[src/rtl/uart_prog_tx_pkg.sv]
// ---------------------------------------------------------------------------
// uart_prog_tx_pkg
//   Shared types and constants for the host-side UART program loader
//   transmitter: FSM state encoding, FIFO entry layout, sentinel word and a
//   byte-select helper.
// ---------------------------------------------------------------------------
package uart_prog_tx_pkg;

  typedef enum logic [2:0] {
    IDLE,
    LOAD,
    START,
    DATA,
    STOP,
    SENT
  } uart_tx_state_t;

  // Word appended after the last program word; the CPU loader treats it as
  // the "start running" marker and raises run_flag.
  localparam logic [31:0] UART_SENTINEL = 32'hFFFF_FFFF;

  // One FIFO entry: the program word plus its end-of-program marker.
  typedef struct packed {
    logic        last;
    logic [31:0] data;
  } fifo_entry_t;

  // Byte idx of a word, byte 0 being the least-significant byte.
  function automatic logic [7:0] word_byte(input logic [31:0] w, input logic [1:0] idx);
    logic [31:0] shifted;
    shifted = w >> {idx, 3'b000};
    return shifted[7:0];
  endfunction

endpackage

[src/rtl/uart_prog_tx_if.sv]
// ---------------------------------------------------------------------------
// uart_prog_tx_if
//   valid/ready stream carrying 32-bit program words into uart_prog_tx.
//     s_data   program word
//     s_valid  s_data/s_last valid
//     s_last   word is the final program word
//     s_ready  transmitter can accept a word this cycle
//   master: word source (host side); slave: the transmitter.
// ---------------------------------------------------------------------------
interface uart_prog_tx_if;
  logic [31:0] s_data;
  logic        s_valid;
  logic        s_last;
  logic        s_ready;

  modport master (
    output s_data,
    output s_valid,
    output s_last,
    input  s_ready
  );

  modport slave (
    input  s_data,
    input  s_valid,
    input  s_last,
    output s_ready
  );
endinterface

[src/rtl/uart_prog_tx_fifo.sv]
// ---------------------------------------------------------------------------
// uart_tx_word_fifo
//   Small synchronous FIFO of {last, data[31:0]} entries. Head entry is
//   visible combinationally so the transmitter can pop it straight into its
//   word register in one cycle.
//   Ports:
//     clk, reset_n      clock, asynchronous active-low reset (empties FIFO)
//     push, push_entry  write an entry (ignored while full)
//     pop               discard the head entry (ignored while empty)
//     head              current head entry
//     full, empty       occupancy flags
//   Pointers carry one extra wrap bit so full and empty are distinguishable
//   with DEPTH a power of two.
// ---------------------------------------------------------------------------
module uart_tx_word_fifo
  import uart_prog_tx_pkg::*;
#(
  parameter int unsigned DEPTH = 4
) (
  input  logic        clk,
  input  logic        reset_n,
  input  logic        push,
  input  fifo_entry_t push_entry,
  input  logic        pop,
  output fifo_entry_t head,
  output logic        full,
  output logic        empty
);

  localparam int unsigned AW = (DEPTH > 1) ? $clog2(DEPTH) : 1;
  localparam logic [AW:0] PTR_ONE = {{AW{1'b0}}, 1'b1};

  fifo_entry_t mem [DEPTH];

  logic [AW:0] wr_ptr_reg;
  logic [AW:0] rd_ptr_reg;
  logic        do_push;
  logic        do_pop;

  assign do_push = push && !full;
  assign do_pop  = pop && !empty;

  // Storage has no reset so it maps onto plain RAM; only the pointers reset.
  always_ff @(posedge clk) begin
    if (do_push) begin
      mem[wr_ptr_reg[AW-1:0]] <= push_entry;
    end
  end

  always_ff @(posedge clk or negedge reset_n) begin
    if (!reset_n) begin
      wr_ptr_reg <= '0;
      rd_ptr_reg <= '0;
    end else begin
      if (do_push) begin
        wr_ptr_reg <= wr_ptr_reg + PTR_ONE;
      end
      if (do_pop) begin
        rd_ptr_reg <= rd_ptr_reg + PTR_ONE;
      end
    end
  end

  assign head  = mem[rd_ptr_reg[AW-1:0]];
  assign empty = (wr_ptr_reg == rd_ptr_reg);
  assign full  = (wr_ptr_reg[AW] != rd_ptr_reg[AW]) &&
                 (wr_ptr_reg[AW-1:0] == rd_ptr_reg[AW-1:0]);

endmodule

[src/rtl/uart_prog_tx.sv]
// ---------------------------------------------------------------------------
// uart_prog_tx
//   Host-side UART transmitter feeding the CPU's io_rx program-load input.
//   Program words arrive on a valid/ready stream, are buffered in a small
//   FIFO, and are sent as four 8N1 frames each, least-significant byte
//   first. After the word flagged last, the SENTINEL word is sent too and
//   done pulses once its final stop bit has left the line.
//   Ports:
//     clk         system clock
//     reset_n     asynchronous active-low reset
//     s_if        program word stream (slave side)
//     io_rx       serial line to the CPU, idles high, driven from a flop
//     busy        FIFO non-empty or a frame/sentinel still in progress
//     done        one-cycle pulse after the sentinel's last stop bit
//     bytes_sent  frames completed since reset (wraps)
//   Line timing: io_rx is the registered version of the current state's line
//   level, so the wire trails the FSM by one cycle. A word pushed into an
//   idle, empty block shows its start edge three cycles after the push edge.
// ---------------------------------------------------------------------------
module uart_prog_tx
  import uart_prog_tx_pkg::*;
#(
  parameter int unsigned BAUD_DIV   = 868,
  parameter int unsigned FIFO_DEPTH = 4,
  parameter int unsigned STOP_BITS  = 1,
  parameter logic [31:0] SENTINEL   = UART_SENTINEL
) (
  input  logic               clk,
  input  logic               reset_n,
  uart_prog_tx_if.slave      s_if,
  output logic               io_rx,
  output logic               busy,
  output logic               done,
  output logic [15:0]        bytes_sent
);

  localparam logic [15:0] BAUD_RELOAD = 16'(BAUD_DIV - 1);
  localparam logic [2:0]  STOP_LAST   = 3'(STOP_BITS - 1);

  uart_tx_state_t state_reg, state_next;
  logic [15:0]    baud_reg, baud_next;
  logic [2:0]     bit_cnt_reg, bit_cnt_next;
  logic [1:0]     byte_idx_reg, byte_idx_next;
  logic [31:0]    word_reg, word_next;
  logic           last_reg, last_next;
  logic           sentinel_reg, sentinel_next;
  logic [7:0]     shift_reg, shift_next;
  logic [15:0]    bytes_sent_reg, bytes_sent_next;
  logic           io_rx_reg;
  logic           line_next;
  logic           done_reg;
  logic           ready_en_reg;

  logic           fifo_push;
  logic           fifo_pop;
  fifo_entry_t    fifo_in;
  fifo_entry_t    fifo_head;
  logic           fifo_full;
  logic           fifo_empty;
  logic           baud_zero;

  // ---------------------------------------------------------------------
  // Input FIFO
  // ---------------------------------------------------------------------
  // s_ready stays low while in reset and for the edge that releases it.
  assign s_if.s_ready = ready_en_reg && !fifo_full;
  assign fifo_push    = s_if.s_valid && s_if.s_ready;
  assign fifo_in.last = s_if.s_last;
  assign fifo_in.data = s_if.s_data;

  uart_tx_word_fifo #(
    .DEPTH (FIFO_DEPTH)
  ) u_fifo (
    .clk        (clk),
    .reset_n    (reset_n),
    .push       (fifo_push),
    .push_entry (fifo_in),
    .pop        (fifo_pop),
    .head       (fifo_head),
    .full       (fifo_full),
    .empty      (fifo_empty)
  );

  // ---------------------------------------------------------------------
  // Next-state / datapath logic
  // ---------------------------------------------------------------------
  assign baud_zero = (baud_reg == 16'd0);

  always_comb begin
    state_next      = state_reg;
    baud_next       = baud_reg;
    bit_cnt_next    = bit_cnt_reg;
    byte_idx_next   = byte_idx_reg;
    word_next       = word_reg;
    last_next       = last_reg;
    sentinel_next   = sentinel_reg;
    shift_next      = shift_reg;
    bytes_sent_next = bytes_sent_reg;
    fifo_pop        = 1'b0;
    line_next       = 1'b1;

    case (state_reg)
      IDLE: begin
        if (!fifo_empty) begin
          fifo_pop      = 1'b1;
          word_next     = fifo_head.data;
          last_next     = fifo_head.last;
          byte_idx_next = 2'd0;
          state_next    = LOAD;
        end
      end

      LOAD: begin
        shift_next = word_byte(word_reg, byte_idx_reg);
        baud_next  = BAUD_RELOAD;
        state_next = START;
      end

      START: begin
        line_next = 1'b0;
        if (baud_zero) begin
          baud_next    = BAUD_RELOAD;
          bit_cnt_next = 3'd0;
          state_next   = DATA;
        end else begin
          baud_next = baud_reg - 16'd1;
        end
      end

      DATA: begin
        line_next = shift_reg[0];
        if (baud_zero) begin
          baud_next  = BAUD_RELOAD;
          shift_next = {1'b0, shift_reg[7:1]};
          if (bit_cnt_reg == 3'd7) begin
            bit_cnt_next = 3'd0;
            state_next   = STOP;
          end else begin
            bit_cnt_next = bit_cnt_reg + 3'd1;
          end
        end else begin
          baud_next = baud_reg - 16'd1;
        end
      end

      STOP: begin
        // Each stop bit is timed separately (bit_cnt counts them) so a
        // 16-bit baud counter suffices for any legal BAUD_DIV.
        if (baud_zero) begin
          if (bit_cnt_reg == STOP_LAST) begin
            bytes_sent_next = bytes_sent_reg + 16'd1;
            bit_cnt_next    = 3'd0;
            if (byte_idx_reg != 2'd3) begin
              byte_idx_next = byte_idx_reg + 2'd1;
              state_next    = LOAD;
            end else if (last_reg && !sentinel_reg) begin
              // Chain the sentinel straight after the last program word.
              word_next     = SENTINEL;
              last_next     = 1'b0;
              sentinel_next = 1'b1;
              byte_idx_next = 2'd0;
              state_next    = LOAD;
            end else if (sentinel_reg) begin
              state_next = SENT;
            end else begin
              state_next = IDLE;
            end
          end else begin
            bit_cnt_next = bit_cnt_reg + 3'd1;
            baud_next    = BAUD_RELOAD;
          end
        end else begin
          baud_next = baud_reg - 16'd1;
        end
      end

      SENT: begin
        sentinel_next = 1'b0;
        state_next    = IDLE;
      end

      default: begin
        state_next = IDLE;
      end
    endcase
  end

  // ---------------------------------------------------------------------
  // State registers
  // ---------------------------------------------------------------------
  always_ff @(posedge clk or negedge reset_n) begin
    if (!reset_n) begin
      state_reg      <= IDLE;
      baud_reg       <= 16'd0;
      bit_cnt_reg    <= 3'd0;
      byte_idx_reg   <= 2'd0;
      word_reg       <= 32'd0;
      last_reg       <= 1'b0;
      sentinel_reg   <= 1'b0;
      shift_reg      <= 8'd0;
      bytes_sent_reg <= 16'd0;
      io_rx_reg      <= 1'b1;
      done_reg       <= 1'b0;
      ready_en_reg   <= 1'b0;
    end else begin
      state_reg      <= state_next;
      baud_reg       <= baud_next;
      bit_cnt_reg    <= bit_cnt_next;
      byte_idx_reg   <= byte_idx_next;
      word_reg       <= word_next;
      last_reg       <= last_next;
      sentinel_reg   <= sentinel_next;
      shift_reg      <= shift_next;
      bytes_sent_reg <= bytes_sent_next;
      io_rx_reg      <= line_next;
      // Registered like io_rx so the pulse lines up with the wire: it rises
      // as the sentinel's final stop bit finishes on io_rx.
      done_reg       <= (state_reg == SENT);
      ready_en_reg   <= 1'b1;
    end
  end

  assign io_rx      = io_rx_reg;
  assign done       = done_reg;
  assign bytes_sent = bytes_sent_reg;
  assign busy       = (state_reg != IDLE) || !fifo_empty;

endmodule

[src/flat_wrapper.sv]
// flat-port wrapper written by rule: the top's interface ports become plain ports
module uart_prog_tx_flat import uart_prog_tx_pkg::*;
#(
  parameter int unsigned BAUD_DIV   = 868,
  parameter int unsigned FIFO_DEPTH = 4,
  parameter int unsigned STOP_BITS  = 1,
  parameter logic [31:0] SENTINEL   = UART_SENTINEL
)
  (clk, reset_n, io_rx, busy, done, bytes_sent, s_if_s_data, s_if_s_valid, s_if_s_last, s_if_s_ready);
  uart_prog_tx_if s_if_i ();
  input  logic clk;
  input  logic reset_n;
  output logic io_rx;
  output logic busy;
  output logic done;
  output logic [15:0] bytes_sent;
  input wire logic [$bits(s_if_i.s_data)-1:0] s_if_s_data;
  input wire logic [$bits(s_if_i.s_valid)-1:0] s_if_s_valid;
  input wire logic [$bits(s_if_i.s_last)-1:0] s_if_s_last;
  output wire logic [$bits(s_if_i.s_ready)-1:0] s_if_s_ready;
  assign s_if_i.s_data = s_if_s_data;
  assign s_if_i.s_valid = s_if_s_valid;
  assign s_if_i.s_last = s_if_s_last;
  assign s_if_s_ready = s_if_i.s_ready;
  uart_prog_tx #(.BAUD_DIV(BAUD_DIV), .FIFO_DEPTH(FIFO_DEPTH), .STOP_BITS(STOP_BITS), .SENTINEL(SENTINEL)) u_core (.clk(clk), .reset_n(reset_n), .s_if(s_if_i), .io_rx(io_rx), .busy(busy), .done(done), .bytes_sent(bytes_sent));
endmodule
[config.mk]
export PLATFORM = sky130hd
export DESIGN_NAME = uart_prog_tx_flat
export DESIGN_NICKNAME = d
export VERILOG_FILES = /design/src/rtl/uart_prog_tx_pkg.sv /design/src/rtl/uart_prog_tx_if.sv /design/src/rtl/uart_prog_tx_fifo.sv /design/src/rtl/uart_prog_tx.sv /design/src/flat_wrapper.sv
export SDC_FILE = /design/constraint.sdc
export NUM_CORES = 1
export LEC_CHECK = 0
export CORE_UTILIZATION = 60
export CTS_BUF_LIST = sky130_fd_sc_hd__clkbuf_16
export DETAILED_ROUTE_END_ITERATION = 12
export HOLD_SLACK_MARGIN = 0.06
export PLACE_DENSITY = 0.8
export SYNTH_ARGS = -nofsm -noshare
export SYNTH_HDL_FRONTEND = slang
export SYNTH_HIERARCHICAL = 1
export SYNTH_SLANG_ARGS = --single-unit
[constraint.sdc]
create_clock -name clk -period 5.7 [get_ports clk]
set_input_delay 1.71 -clock clk [delete_from_list [all_inputs] [get_ports clk]]
set_output_delay 1.71 -clock clk [all_outputs]
set_load 0.01 [all_outputs]
==> results.cfg <==
[timing]
fin_crit_sh_pct = 74.5
fin_crit_ps = 4250
clock-skew-final_ps = 15.7
slew-limit-headroom_pct = 16.6
hold_viol = 0
rsz0062_at_grt = false
whs_ps = 480
fmaxAchievable_mhz = 236
drv_slew = 0
setup_tns_ps = 0
setup_violations = 0
tightest_slew_ps = 1250

[cells_and_area]
drive_gt1_share_pct = 16.1
diodes = 0
area_growth_pct = 16.2
layoutNonFillerInstCount = 867
fill_cells = 914
nets = 708
post-route-util_pct = 71.7
largest_reg_flops = 132

[die]
row_count = 45
die_x_um = 127
die_area_um2 = 16100
io_pins = 56
start_util_pct = 61.7
die_y_um = 127
design.core.area_um2 = 15200

[clocking]
clockBufferDepth = 3
h-tree-depth = 1
clock-root-buffer = clkbuf_16
cts_hold_buf = 0
cts_made_buffers = 24
cts_resized = 0
clkTransAtPathRegs_ps = 60
clk_latency_ps = 530
cts_tree = yes
numClockSinks = 223
cts_setup_buffers = 0

[pwr]
p_seq_share_pct = 50.9
power_density_nw_per_um2 = 336
p_comb_share_pct = 7.2
clock_power_share_pct = 41.8
p_leak_nw = 4.08
p_sw_mw = 0.820
p_int_mw = 2.84
switching_share_pct = 22.4
ir_drop_uv = 279

[synth]
synthesis.area_per_instance_um2 = 15.7
synth_cell_types = 68
synthesis.nets = 646
synth_edf_count = 132
synth_area_um2 = 9380
synth-seq-cells = 223
netlist_top_cells_area = edfxtp_1, dfrtp_1, mux4_2, o22a_1, nand2_1
async_flop_share_pct = 40.8
ys_seq_area_share_pct = 66.6
netlist.top_cell.by_area = edfxtp_1
synth_warnings = 6
synthFlopType = edfxtp_1
synth_cells = 599
yosys.area.top_type_share_pct = 42.3

[global_routing]
antenna_found_initial = 0
grt_max_degree = 51
grt_use_total_pct = 24.2
grt_pass1_wl_mm = 29.9
grt_pass1_vias = 5707
grt_overflow_total = 0

[worst_setup_path]
crit_top_cell = nand2_1
cp_slowest_stage_delay_ps = 490
r2r-end = u_core/u_fifo/rd_ptr_reg[2]$_DFFE_PN0P_
arrival_ps = 2540
cpMaxStageDelayCell = clkdlybuf4s50_1
reg2reg_depth = 9
cp-start-kind = register
endpoint_kind = output pin
critical_path_class = register to output pin
crit_chain = xnor2_2 -> nand2_1 -> nor2_1 -> nor2b_1 -> nand2_1 -> clkdlybuf4s50_1
r2r_slack_ps = 2040
worstPathMaxFanout = 8
cp.required_ps = 3990
reg2reg_from = u_core/u_fifo/wr_ptr_reg[2]$_DFFE_PN0P_

[route]
post_drt_via_cell_ratio = 6.26
ant_nets = 0
vias = 5426
drtIter0Drc = 576
finalWirelength_mm = 18.3
wl_per_cell_um = 21.1
drc_errors = 0
drt-pass1-iter-count = 5

[hold_path]
whs_endpoint = u_core/bytes_sent[15]$_DFFE_PN0P_
hold_path.class = register to register
hold_depth = 1
hold_start = u_core/bytes_sent[15]$_DFFE_PN0P_

[placement]
hpwl_mm = 11.2
finalWeightedCongestion = 0.861
dp.cells = 823
portBuffers = 55

[outcome]
status = completed

[job]
cap_violations = 0
[power by group through the flow]
stage | clock [mW] | combinational, mW | sequential [mW]
after detailed placement | 0 | 0.265 | 1.90
after floorplan | 0 | 0.151 | 1.89
after global routing | 1.62 | 0.290 | 1.87
after CTS | 1.56 | 0.269 | 1.86
after global placement | 0 | 0.261 | 1.88
final | 1.53 | 0.265 | 1.86
[per-stage QoR]
step / power [mW] / setup WS [ps] / area, µm²
3_3_place_gp: 2.15 / 1830 / 10100
6_report: 3.66 / 1450 / 10900
3_5_place_dp: 2.16 / 1790 / 10100
2_1_floorplan: 2.04 / 1550 / 9380
5_1_grt: 3.78 / 1300 / 10900
4_1_cts: 3.69 / 1450 / 10900
[worst max-delay path by stage]
| stage | from | end | cells after the start |
|---|---|---|---|
| global placement | s_if_s_valid | u_core/u_fifo/mem[3][32]$_DFFE_PP_ | 5 |
| global route | u_core/u_fifo/wr_ptr_reg[0]$_DFFE_PN0P_ | busy | 6 |
| finish | u_core/u_fifo/wr_ptr_reg[0]$_DFFE_PN0P_ | busy | 6 |
| detailed placement | s_if_s_valid | u_core/u_fifo/mem[3][32]$_DFFE_PP_ | 5 |
| floorplan | s_if_s_valid | u_core/u_fifo/mem[3][0]$_DFFE_PP_ | 3 |
| CTS | u_core/u_fifo/wr_ptr_reg[0]$_DFFE_PN0P_ | busy | 6 |
[cells in the final DEF (no fill, tap or decap), drive strengths merged, types with 8 or more instances in the layout]
cell,count
nand3,16
inv,20
nor2,18
ha,11
nand2b,8
o21ai,28
nand2,41
clkbuf,24
o22a,33
xnor2,13
clkdlybuf4s50,54
dfrtp,90
buf,9
a21oi,13
xor2,10
mux4,41
edfxtp,132
nor3,9
clkinv,13
[per-layer routing]
metal / routed length, µm / track usage [%]
met1: 7070 / 30.7
met2: 9840 / 44.2
met3: 1030 / 3.52
met4: 320 / 5.88
met5: 0 / 0
[worst max-delay path, delay by kind of cell, from the launching register on]
kind                      cells  cell delay (ps)
and+or+nand+nor               4              660
DFF                           1              450
xor gates and xnor gates      1              410
buffers and inverters         1              490
[logic make-up after synthesis]
kind of cell               share of synthesized area, %
other                                            0.0400
muxes                                              11.0
adders and majority gates                          1.47
buffers and inverters                              2.08
DFF                                                66.6
xor gates and xnor gates                           2.39
AOI/OAI and AO/OA                                  8.33
and+or+nand+nor                                    8.11
[layout make-up]
cell class / instances / area (µm²) / share of cell area [%]
timing repair buffer: 63 / 608 / 5.58
multi-input combinational: 333 / 2960 / 27.1
clock inverter: 20 / 194 / 1.78
sequential: 223 / 6240 / 57.3
tap: 188 / 235 / 2.16
clock buffer: 24 / 601 / 5.51
inverter: 16 / 60.1 / 0.551
[synth_stat cells (all sizes together), types with 4 or more instances]
library cell	count
dfrtp	90
a21oi	13
and3	7
o21ai	28
ha	11
buf	15
xor2	10
mux2i	7
nand2	41
nand2b	8
and2	4
nor4	5
a21o	4
inv	16
edfxtp	132
or4	4
xnor2	13
nor2b	6
o22a	33
or2	5
a31oi	7
nand3	16
nor2	18
nor3	9
o31ai	6
mux4	41
clkbuf	12
Note: power is estimated with default switching activity, not from simulation.
